## src/rtl/mega_mux_arbiter.sv

```systemverilog
// Purpose : 8-requester round-robin arbiter driving the select of an 8:1 32-bit mux.
// Latency : 1 cycle from req to grant; back-to-back regrant on transfer, no bubble.
// Backpres: while out_ready is low the grant is frozen and req changes are ignored.
//
// Ports   : clk, rst (sync, active-high), req[7:0], lock[7:0] (ARB_LOCK_EN only),
//           out_ready -> sel[2:0], grant[7:0] (one-hot), out_valid. All outputs registered.
// Config  : define ARB_LOCK_EN to compile in the lock port and burst-hold counter
//           (MAX_HOLD = max consecutive transfers one locked requester may win).
module mega_mux_arbiter #(
  parameter int MAX_HOLD = 4
) (
  input  logic       clk,
  input  logic       rst,
  input  logic [7:0] req,
`ifdef ARB_LOCK_EN
  input  logic [7:0] lock,
`endif
  input  logic       out_ready,
  output logic [2:0] sel,
  output logic [7:0] grant,
  output logic       out_valid
);

  typedef enum logic {IDLE, GRANT} state_t;

  state_t     state;
  logic [2:0] ptr;

  // First set bit of r in order p, p+1, ..., p+7 (mod 8). Rotating r right by p
  // makes the search a plain lowest-set-bit scan; the 3-bit add wraps the index back.
  function automatic logic [2:0] rr_pick(input logic [7:0] r, input logic [2:0] p);
    logic [15:0] dbl;
    logic [7:0]  rot;
    logic [2:0]  off;
    dbl = {r, r} >> p;
    rot = dbl[7:0];
    off = 3'd0;
    for (int k = 7; k >= 0; k--) begin
      if (rot[k]) off = 3'(k);
    end
    return p + off;
  endfunction

  logic [2:0] idle_pick;
  logic [2:0] rot_ptr;
  logic [7:0] masked;
  logic [2:0] rot_pick;
  logic       hold_ok;

`ifdef ARB_LOCK_EN
  localparam int HW = (MAX_HOLD < 2) ? 1 : $clog2(MAX_HOLD + 1);
  logic [HW-1:0] hold_cnt;
`endif

  always_comb begin
    idle_pick = rr_pick(req, ptr);
    rot_ptr   = sel + 3'd1;
    // In GRANT, grant is exactly the winner's one-hot, so this drops the winner's bit.
    masked    = req & ~grant;
    rot_pick  = rr_pick(masked, rot_ptr);
`ifdef ARB_LOCK_EN
    // Locked winner keeps the bus while it still wants it and has hold budget left.
    hold_ok   = lock[sel] && req[sel] && ((int'(hold_cnt) + 1) < MAX_HOLD);
`else
    hold_ok   = 1'b0;
`endif
  end

  always_ff @(posedge clk) begin
    if (rst) begin
      state     <= IDLE;
      ptr       <= 3'd0;
      sel       <= 3'd0;
      grant     <= 8'd0;
      out_valid <= 1'b0;
`ifdef ARB_LOCK_EN
      hold_cnt  <= '0;
`endif
    end else begin
      case (state)
        IDLE: begin
          if (|req) begin
            sel       <= idle_pick;
            grant     <= 8'd1 << idle_pick;
            out_valid <= 1'b1;
            state     <= GRANT;
          end else begin
            sel       <= 3'd0;
            grant     <= 8'd0;
            out_valid <= 1'b0;
          end
        end
        GRANT: begin
          if (out_ready) begin
`ifdef ARB_LOCK_EN
            if (hold_ok) hold_cnt <= hold_cnt + HW'(1);
            else         hold_cnt <= '0;
`endif
            // A held regrant leaves sel/grant/ptr untouched.
            if (!hold_ok) begin
              ptr <= rot_ptr;
              if (|masked) begin
                sel       <= rot_pick;
                grant     <= 8'd1 << rot_pick;
                out_valid <= 1'b1;
              end else begin
                sel       <= 3'd0;
                grant     <= 8'd0;
                out_valid <= 1'b0;
                state     <= IDLE;
              end
            end
          end
        end
        default: state <= IDLE;
      endcase
    end
  end

endmodule

```

## config.mk

```make
export PLATFORM = sky130hd
export DESIGN_NAME = mega_mux_arbiter
export DESIGN_NICKNAME = d
export VERILOG_FILES = /design/src/rtl/mega_mux_arbiter.sv
export SDC_FILE = /design/constraint.sdc
export NUM_CORES = 1
export LEC_CHECK = 0
export CAP_MARGIN = 20
export CORE_MARGIN = 10
export CORE_UTILIZATION = 45
export CTS_CLUSTER_DIAMETER = 150
export DETAILED_ROUTE_END_ITERATION = 7
export HOLD_SLACK_MARGIN = 0.1
export MAX_ROUTING_LAYER = met4
export PLACE_DENSITY_LB_ADDON = 0.3
export SYNTH_ARGS = -nofsm -noshare
export SYNTH_HDL_FRONTEND = slang
export SYNTH_SLANG_ARGS = --single-unit
```

## constraint.sdc

```tcl
create_clock -name clk -period 4.8 [get_ports clk]
set_input_delay 0.96 -clock clk [delete_from_list [all_inputs] [get_ports clk]]
set_output_delay 0.96 -clock clk [all_outputs]
set_load 0.03 [all_outputs]
```

# ---- Word-level counts from Yosys, hierarchy flattened
# Index checks and enable logic that the tools add are counted.
dict set report classes {
  magnitude_cmp 0
  div_mod_pow 0
  shifts 4
  mul 0
  eq_ne 1
  reduce_logical 3
  bitwise 3
  n_addsub 3
  mux 30
}
# cell n
set op_table {}
lappend op_table {{$mux W3} 19}
lappend op_table {{$shr A16 B3 Y8} 2}
lappend op_table {{$mux W8} 3}
lappend op_table {{$pmux W8 S2} 1}
lappend op_table {{$reduce_or A8 Y1} 2}
lappend op_table {{$shl A1 B3 Y8 const A} 2}
lappend op_table {{$and A8 B8 Y8} 1}
lappend op_table {{$not A8 Y8} 1}
lappend op_table {{$add A3 B3 Y3} 2}
lappend op_table {{$pmux W3 S2} 1}
lappend op_table {{$mux W1} 4}
lappend op_table {{$pmux W1 S2} 2}
lappend op_table {{$add A3 B1 Y3 const B} 1}
lappend op_table {{$ne A2 B2 Y1 const B} 1}
lappend op_table {{$reduce_and A2 Y1} 1}
lappend op_table {{$not A1 Y1} 1}
dict set report totals {
  latchBits 0
  inputBits 11
  reg_bits 16
  mem_bits_rw 0
  elab_cells 49
  romBits 0
  n_memories 0
}

# ---- Depth between registers and ports, before layout
dict set report depth {
  ltp_word 16
  mapped_depth 16
  mapped_depth_nobuf 15
}

# ---- Least setup slack after synthesis
# OpenSTA, ideal clock, no wires.
dict set report synth_path {
  path_type {input-to-reg}
  from {in req[7]}
  to {reg grant[7]}
  stages 14
  t_required_ps 4714
  t_arrival_ps 3618
  n_path_buf 0
  slack_ps 1097
  path_cell_list {nand2b_1 mux4_2 mux2_2 a21oi_1 o21ai_0 a21oi_1 nor2_1 ha_1 inv_1 fa_1 or3_1 nor2_1 mux2i_1 a211oi_1}
}
dict set report synth_via {
  elab_chain_len 15
  word_cells_on_any_way 29
}
# item line
set synth_rtl {}
lappend synth_rtl {{start: declaration} 14} ;# input logic [7:0] req,
lappend synth_rtl {{$and A8 B8 Y8} 59} ;# masked = req & ~grant;
lappend synth_rtl {{$shr A16 B3 Y8} 35} ;# dbl = {r, r} >> p;
lappend synth_rtl {{$mux W3 (8 in a row)} 39} ;# if (rot[k]) off = 3'(k);
lappend synth_rtl {{$add A3 B3 Y3} 41} ;# return p + off;
lappend synth_rtl {{$shl A1 B3 Y8} 104} ;# grant <= 8'd1 << rot_pick;
lappend synth_rtl {{$mux W8} 102} ;# if (|masked) begin
lappend synth_rtl {{$mux W8} 94} ;# if (out_ready) begin
lappend synth_rtl {{$pmux W8 S2 (*)} 80} ;# case (state)
lappend synth_rtl {{end signal: assignment} 84} ;# grant <= 8'd1 << idle_pick;
lappend synth_rtl {{end signal: assignment} 104}
lappend synth_rtl {{end: declaration} 20} ;# output logic [7:0] grant,
# Mark *: on every way between the ends. The rest lies on a longest branch, timed or not. The select of a mux whose other input is x is not followed.
# A chain may end at the register's enable or synchronous reset.

# ---- Worst setup path after layout
dict set report layout_path {
  from {in req[2]}
  to {reg grant[7]}
}
# The elaborated chain is that of the path after synthesis.

==> run metrics <==
Async S/R FF share, synth=0; Tmin final=4400 ps; max_slew headroom=0.584; cell with the most instances after synthesis=nor2_1; Seq/Total Area, Yosys=0.168; Reg area=320 um2; # rows=23; Total GRT Usage=0.140; Worst Hold Launch=out_valid$_SDFFE_PP0P_; Final setup viols=0; Post-synth EDFFs=0; Hold Fails Final Rpt=0; # IOs=23; fmax=227 MHz; Static Leakage=0.805 nW; Worst VDD drop=0.303 mV; reg2reg start=sel[0]$_SDFFE_PP0P_; DRT Wirelength=4900 um; placed cell count=278; synth warn=0; Worst-Skew Late Latency=250 ps; ranking of synthesized cells by area=dfxtp_1 (17%), mux4_2 (14%), mux2i_1 (8.9%); critical path type=input port to flip-flop; setup bufs post-CTS=0; DIE AREA=7240 um2; Ant. Diodes=0; top post-synthesis cells by count=nor2_1 (31), mux2i_1 (17), dfxtp_1 (16); layout cell share with drive strength beyond 1=0.147; worst-margin pin slew=623 ps; WP data required=4960 ps; die height=85.1 um; RePlAce Congestion=0.991; CTS Buf Count=3; status=finished clean; initial DRC count=161; Hold Path Depth=1; hold endpoint=out_valid$_SDFFE_PP0P_; WL per Instance=17.4 um; Layout area overhead=13.4%; RSZ-0062 raised after global routing=no; Hold Buf Count CTS=0; Top FF cell, synth=dfxtp_1; synthesized instance count=216; Cell Pwr Density=682 nW/um2; CP arrival=4570 ps; Final Instance Count excl. Fillers=282; CP startpoint kind=input port; PortBufs=22; Seq cells post-synth=16; Synth area leader=dfxtp_1; # fillers=400; Multi-input gate area=1440 um2; worst reg2reg path depth=17; Cell Area, Synth=1910 um2; first-pass GRT wire length=8290 um; Finished Cell Area=2160 um2; vias in the first global route=1,639; Sink Count=16; Initial DRT Pass Iterations=4; worst-path maximum fanout=7; chip width=85.1 um; H-tree Lvls=1; Initial Utilization=0.470; Crit. End Element=flip-flop; initial antenna violation count=0; Slew Limit Fails=0; Fin Clk Skew=2.40 ps; cts repair resizes=0; reg-to-reg setup timing slack=790 ps; Unique masters post-synth=49; total number of vias=1,751; Reg-to-Reg End=grant[7]$_SDFFE_PP0P_; pin count of the biggest net entering global routing=17; clock-pin slew on the worst setup and hold paths=60 ps; fin crit share=0.917; Min-Delay Path Class=flip-flop to flip-flop; Net count, final=249; Placed Area=2110 um2; Via density=6.21; Max clock buf depth=2; Antenna Nets Post-Route=0; CTS tree=yes; Synth Area per Inst=8.83 um2; HPWL Detailed=3880 um; Max Cap Viol=0; Root Buffer=clkbuf_8; grt total ovfl=0; DRC viols=0; core area=4060 um2; syn nets=232; setup TNS=0 ps; top cell type's share of synthesized area=0.168
critical path, cell delays in order:
cell and delay [ps]:
clkdlybuf4s50_1 580, nand2b_1 160, mux4_2 520, mux2_2 280, a21oi_1 110, o21ai_0 80, a21oi_1 150, nor2_1 50
ha_1 180, inv_1 60, fa_1 490, or3_1 430, nor2_1 160, mux2i_1 130, a211oi_1 210
through the flow:
stage | worst slack (ps) | power [mW] | util | hold slack (ps)
6_report | 397 | 1.47 | 0.533 | 469
5_1_grt | 107 | 1.61 | 0.533 | 510
4_1_cts | 413 | 1.47 | 0.533 | 480
3_5_place_dp | 208 | 1.34 | 0.519 | 459
3_3_place_gp | 252 | 1.33 | 0.519 | 457
2_1_floorplan | 1100 | 1.10 | - | 606
state kept, by name, indices dropped and copies added (netlist names):
signal / flops
sel: 3
out_valid: 1
ptr: 3
grant: 8
state: 1
where the power goes:
group	switching [mW]	internal, mW
clock network	0.0472	0.0728
logic	0.647	0.487
registers	0.0481	0.172
total	0.742	0.732
cells by family after synthesis:
kind of cell | share of synthesized area
AND/OR/NAND/NOR | 0.180
AO/OA/AOI/OAI | 0.200
multiplexers | 0.300
buffers and inverters | 0.0748
flip-flops | 0.168
XOR/XNOR | 0.0367
adder cells (fa/ha/maj) | 0.0407
how the worst max path moves through the flow:
| stage | start | slack, ps | cells past startpoint | endpoint |
|---|---|---|---|---|
| 3_3_place_gp | req[0] | 250 | 15 | grant[7]$_SDFFE_PP0P_ |
| 6_report | req[2] | 400 | 15 | grant[7]$_SDFFE_PP0P_ |
| 3_5_place_dp | req[6] | 210 | 15 | grant[7]$_SDFFE_PP0P_ |
| 4_1_cts | req[6] | 410 | 15 | grant[7]$_SDFFE_PP0P_ |
| 2_1_floorplan | req[7] | 1100 | 14 | grant[7]$_SDFFE_PP0P_ |
| 5_1_grt | req[0] | 110 | 15 | grant[7]$_SDFFE_PP0P_ |
area by class of cell:
class / instances / area share
timing repair buffer: 26 / 0.116
sequential: 16 / 0.148
multi-input combinational: 178 / 0.668
inverter: 8 / 0.0139
clock buffer: 4 / 0.0255
tap: 50 / 0.0289
placed cells by master (no fill, tap or decap), types with 2 or more instances in the layout:
master	instances
xnor2_1	5
a21oi_1	14
o2111ai_1	2
o21ai_2	3
a31oi_1	4
a311oi_1	2
o21ai_0	8
nand4_1	2
nor3_1	5
nand3_1	3
fa_1	2
nor4_1	3
o21a_1	3
nand2b_1	9
buf_4	4
ha_1	3
mux4_2	12
clkbuf_8	4
a211oi_1	10
inv_2	2
o21ai_1	2
dfxtp_1	16
xor2_1	3
clkdlybuf4s50_1	22
mux2i_1	17
inv_1	6
nor2_1	31
mux2_2	4
nand2_1	9
mux2_1	4
or3_1	4
layer usage:
layer  wire [um]  part of all wire  global-route usage
met1        2200              0.45               0.182
met2        2240              0.46               0.211
met3         376             0.077              0.0325
met4          87             0.018              0.0374
met5           0                 0                   -
(Power assumes the default switching activity.)
